<file path="src/rtl/ripple_adder.sv">
// rtl/ripple_adder.sv - registered signed add/sub built from a ripple chain of full-adder cells
// Result and signed-overflow flag update one clock after the operands are presented.

module full_adder (
  input  logic a,
  input  logic b,
  input  logic cin,
  output logic s,
  output logic cout
);

  assign s    = a ^ b ^ cin;
  assign cout = (a & b) | (a & cin) | (b & cin);

endmodule

module ripple_adder #(
  parameter int WIDTH = 6
) (
  input  logic             clk,
  input  logic             rst,
  input  logic [WIDTH-1:0] x,
  input  logic [WIDTH-1:0] y,
  input  logic             sel,
  output logic [WIDTH-1:0] sum,
  output logic             overflow
);

  logic [WIDTH-1:0] y_eff;
  logic [WIDTH-1:0] s;
  logic             ovf;

  // Subtraction is x + ~y + 1: invert y and inject sel as the carry-in.
  assign y_eff = y ^ {WIDTH{sel}};

  // Each cell keeps its own carry so the chain is a set of distinct nets, not one self-referencing vector.
  for (genvar i = 0; i < WIDTH; i++) begin : g_cell
    logic cin;
    logic cout;

    if (i == 0) begin : g_first
      assign cin = sel;
    end else begin : g_rest
      assign cin = g_cell[i-1].cout;
    end

    full_adder u_fa (
      .a    (x[i]),
      .b    (y_eff[i]),
      .cin  (cin),
      .s    (s[i]),
      .cout (cout)
    );
  end

  // Signed overflow: carry into the sign bit differs from carry out of it.
  assign ovf = g_cell[WIDTH-1].cout ^ g_cell[WIDTH-1].cin;

  always_ff @(posedge clk) begin
    if (rst) begin
      sum      <= '0;
      overflow <= 1'b0;
    end else begin
      sum      <= s;
      overflow <= ovf;
    end
  end

endmodule

</file>
<file path="config.mk">
export PLATFORM = sky130hd
export DESIGN_NAME = ripple_adder
export DESIGN_NICKNAME = d
export VERILOG_FILES = /design/src/rtl/ripple_adder.sv
export SDC_FILE = /design/constraint.sdc
export NUM_CORES = 1
export LEC_CHECK = 0
export CAP_MARGIN = 25
export CORE_AREA = 2 2 39 41
export DETAILED_ROUTE_END_ITERATION = 7
export DIE_AREA = 0 0 41 43
export RECOVER_POWER = 25
export SLEW_MARGIN = 20
export SYNTH_ARGS = -nofsm -noshare
export SYNTH_HDL_FRONTEND = slang
export SYNTH_SLANG_ARGS = --single-unit
</file>
<file path="constraint.sdc">
create_clock -name clk -period 3.3 [get_ports clk]
set_input_delay 0.495 -clock clk [delete_from_list [all_inputs] [get_ports clk]]
set_output_delay 0.495 -clock clk [all_outputs]
set_load 0.005 [all_outputs]
</file>
==> metrics.txt <==
status=finished clean; diode count=0; slew of the pin with the lowest slew margin=0.2464 ns; Startpoint Class=input pin; Port Buffers=21; nets=78; post-route insts no fill=73; largest net degree at the start of global routing=8; f_max=0.3319 GHz; vias per cell=3.890; vias in the first global route=274; antenna violations before repair=0; setup TNS=0 ns; Die Y=43 um; slew margin rel.=0.8352; crit path kind=input pin to register; worst-case clock buffer depth=2; Iter 0 DRT Violations=4; CP required=3.44 ns; delay-heaviest family, CP=adder cells; fraction of layout cells with a size suffix above 1=0.08772; first-pass GRT wire length=1076 um; critical path endpoint category=register; Final Hold Viols=0; cell count after synthesis=32; leakage power=0.2574 nW; Worst-path clk slew=~0.050 ns; register area share after synthesis=0.3784; post_cts resized=0; Worst Path Arrival=3.15 ns; yosys warns=0; Post-CTS Setup Bufs=0; Site Rows=14; utilization after layout=0.4503; Syn-to-layout area delta=68.24%; Hold WS=0.8956 ns; PnR Total Power=around 0.26 mW; Detailed Route WL=667 um; Placer Congestion=0.7278; cts hold-fix bufs=0; Post-Syn Nets=52; Synth Register Bits=7; CTS tree=built; Die Span X=41 um; CTS Buf Count=3; synthesized cell area=370.4 um^2; Crit-path slowest cell=dlygate4sd3_1; syn avg cell area=~12 um^2; number of max-cap violations=0; CP max stage delay=roughly 0.57 ns; via count=~280; Final setup violation count=0; CP bufs+invs=2; Final Cycle Share=0.9131; Top cell by count, worst path=fa_1; Cell Pwr Density=between 400 and 500 nW/um^2; Placed Instances=69; Routed Antenna Nets=0; DR WL/cell=about 9.1 um; Netlist cell types=9; post-detail-place hpwl=approximately 570 um; Tmin final=between 3 and 4 ns; CP max FO=2; IO Pins=22; Root Driver=clkbuf_4; DR pass1 iterations=2; drt drc=0; worst-path cell chain=dlygate4sd3_1 > mux2_2 > fa_1 > fa_1 > inv_1 > fa_1 > fa_1 > fa_1 > xnor2_1 > nor2_1; gr ovfl total=0; die area=about 1800 um^2; Tot GR Track Use=0.09828; H-tree depth=1; Slew Limit Fails=0; Num Clock Sinks=7; RSZ-0062 raised after global routing=false; core area=1384 um^2; Max IR drop VDD=0.09995 mV; Starting Density=0.2676; Hold WC Path Type=input pin to register
[worst min-delay path: cells and delay by family]
| family | cells | cell delay (ns) |
|---|---|---|
| buffers and inverters | 1 | 0.43 |
| XOR/XNOR | 1 | 0.14 |
| AND/OR/NAND/NOR | 1 | 0.03 |
[state kept, by name, indices dropped and copies added, names as in the netlist]
name      cells
sum           6
overflow      1
[metal layers]
metal / GRT usage / vias up / wire length [um]
met5: 0 / - / 0
met4: 0.1000 / 0 / 10
met3: 0.03141 / 2 / 46
met2: 0.1344 / 13 / 355
met1: 0.1093 / 127 / 255
li1: - / 142 / -
[layout make-up]
type | count | area (um^2)
Sequential cell | 7 | 140.1
Clock buffer | 4 | 26.28
Timing Repair Buffer | 22 | 217.7
Multi-Input combinational cell | 20 | 203.9
Inverter | 4 | 15.01
Fill cell | 141 | 760.7
Tap cell | 16 | 20.02
[path summary, 6_finish.rpt]
check | cells past startpoint | to | slack (ns) | startpoint
worst min-delay path | 3 | sum[0]$_SDFF_PP0_ | 0.90 | x[0]
worst max-delay path | 10 | overflow$_SDFF_PP0_ | 0.29 | y[0]
[placed cells by master, fill, tap and decap left out, drive strengths merged]
cell / synthesis / layout
inv: 4 / 4
clkbuf: 0 / 4
clkdlybuf4s50: 0 / 18
xor2: 2 / 2
nor2: 5 / 5
fa: 5 / 5
mux2: 1 / 1
xnor2: 5 / 5
buf: 1 / 1
dlygate4sd3: 0 / 3
nor2b: 2 / 2
dfxtp: 7 / 7
[report_power, final]
group | internal [mW] | switching, mW
registers | 0.0983 | 0.00279
clock network | 0.0461 | 0.0311
logic | 0.0555 | 0.0296
[Yosys cell counts]
| cell | number | area share |
|---|---|---|
| nor2b_1 | 2 | 0.034 |
| mux2_2 | 1 | 0.030 |
| buf_6 | 1 | 0.030 |
| fa_1 | 5 | 0.27 |
| xnor2_1 | 5 | 0.12 |
| inv_1 | 4 | 0.041 |
| dfxtp_1 | 7 | 0.38 |
| xor2_1 | 2 | 0.047 |
| nor2_1 | 5 | 0.051 |
[metrics by stage]
step	setup slack, ns	cell area, um^2
6_report	0.2868	623.1
5_1_grt	0.1423	623.1
4_1_cts	0.3287	623.1
3_5_place_dp	0.05737	596.8
3_3_place_gp	0.08819	596.8
2_1_floorplan	0.5939	370.4
[kinds of logic (layout without fill, tap and decap cells)]
group	count (synthesis)	count (layout)	share of synthesized area
xor+xnor	7	7	0.1655
fa+ha+maj	5	5	0.2703
buf+inv	5	30	0.07093
flops	7	7	0.3784
mux	1	1	0.03040
simple gates	7	7	0.08446
(Power assumes the default switching activity.)
==> RTL edit, RTL diff (same settings) <==
Set the parameter `WIDTH` to 4 (it was 6).
--- a/src/rtl/ripple_adder.sv
+++ b/src/rtl/ripple_adder.sv
@@ -15,7 +15,7 @@
 endmodule
 
 module ripple_adder #(
-  parameter int WIDTH = 6
+  parameter int WIDTH = 4
 ) (
   input  logic             clk,
   input  logic             rst,
Interface: changed (resized sum, x and y); port bits go from 22 to 16. The function was not compared with the original's and may differ.
==> RTL edit against the unedited design <==
Maximum frequency increased by 15%; first-iteration DRC count decreased by 100%; worst setup slack improved by 0.39 ns; area after synthesis decreased by 33%; sequential power decreased by 29%; global-route usage decreased by 3.8 points; final area decreased by 29%; sequential cell count decreased by 2; power decreased by 25%; count of clock-buffer cells in the layout unchanged; die area unchanged; routed wire length decreased by 38%; clock power decreased by 10%; critical path type unchanged; critical endpoint is now sum[3]; largest cell class unchanged.
==> RTL edit: results (changes against the unedited design) <==
- Synth Area in Adders: 24.4% (was 27.0%)
- 1st-pass router iterations: 1 (was 2)
- Post-Synth XOR/XNOR Area: 17.8% (was 16.6%)
- GRT Total Usage: 6.06% (was 9.83%)
- Synth area leaders: dfxtp_1 (41%), fa_1 (24%), xor2_1 (11%), xnor2_1 (7.1%), nor2b_1 (5.1%) (was dfxtp_1 (38%), fa_1 (27%), xnor2_1 (12%), nor2_1 (5.1%), xor2_1 (4.7%))
- Synth cell count leaders: dfxtp_1 (5), fa_1 (3), nor2_1 (3), xor2_1 (3) (was dfxtp_1 (7), fa_1 (5), nor2_1 (5), xnor2_1 (5), inv_1 (4))
- Worst Tran Pin Value: 0.189 ns (was 0.246 ns)
- Hold path cells: 2 (was 3)
- Vias in the first global route: 182 (was 274)
- DP Wirelength: 369 um (was 570 um)
- First-pass GRT wire length: 662 um (was 1080 um)
- Biggest registers after layout: sum (4), overflow (1) (was sum (6), overflow (1))
- DR WL/cell: 7.39 um (was 9.14 um)
- Vias: 196 (was 284)
- Fillers: 154 (was 141)
- Share of cells above drive strength 1: 10.0% (was 8.77%)
- Sequential fraction of the synthesis area: 40.6% (was 37.8%)
- Hold Path Origin: rst (was x[0])
- Fin nets: 55 (was 78)
- DR iter-0 viols: 0 (was 4)
- GPL Wtd Cong: 0.640 (was 0.728)
- Buffers on Ports: 15 (was 21)
- HP Class: in -> reg (unchanged)
- Status: completed (unchanged)
- VDD IR-drop max: 0.0972 mV (was 0.100 mV)
- CP startpoint: y[0] (unchanged)
- Pin count of the biggest net entering global routing: 6 (was 8)
- Synth unique cells: 8 (was 9)
- Pleak: 0.180 nW (was 0.257 nW)
- CP arrival: 2.80 ns (was 3.15 ns)
- Crit-path max cell delay: 0.57 ns (about the same)
-- RTL edit: cell types whose count changed in the layout (fill, tap and decap cells not counted) --
cell / delta
buf_4: -1
clkdlybuf4s50_1: -5
dfxtp_1: -2
dlygate4sd3_1: -1
fa_1: -2
inv_1: -2
nor2_1: -2
xnor2_1: -3
xor2_1: +1
-- RTL edit: stage by stage --
step	worst slack, ns	power (W)	cells	cell area (um^2)	utilization [%]
5_1_grt	0.588	0.000213	56	443	32.0
6_report	0.676	0.000198	56	443	32.0
2_1_floorplan	1.09	0.0000955	21	246	-
3_3_place_gp	0.530	0.000129	52	417	30.1
3_5_place_dp	0.479	0.000132	52	417	30.1
4_1_cts	0.735	0.000205	56	443	32.0
-- RTL edit: layer usage --
layer,part of all wire [%],vias to the layer above,global-route usage [%]
li1,-,99,-
met1,29,85,5.25
met2,56,12,8.75
met3,14,0,2.09
met4,0,0,8.00
met5,0,-,0
-- RTL edit: power breakdown --
part           switching, W  total (W)  leakage, nW  internal, W
sequential       0.00000196  0.0000717       0.0417    0.0000697
clock             0.0000238  0.0000694       0.0150    0.0000456
combinational     0.0000194  0.0000568        0.123    0.0000374
total             0.0000451   0.000198        0.180     0.000153
-- RTL edit: cell type report --
| class | instances | area [um^2] | area share [%] |
|---|---|---|---|
| multi-input cells | 14 | 139 | 31.4 |
| flip-flops and latches | 5 | 100 | 22.6 |
| clock buffers | 4 | 26.3 | 5.93 |
| well taps | 16 | 20.0 | 4.52 |
| repair buffers | 15 | 150 | 33.9 |
| inverters | 2 | 7.51 | 1.69 |
-- RTL edit: final timing paths --
check / to / slack, ns
hold / removal: sum[3] / 0.89
setup / recovery: sum[3] / 0.68
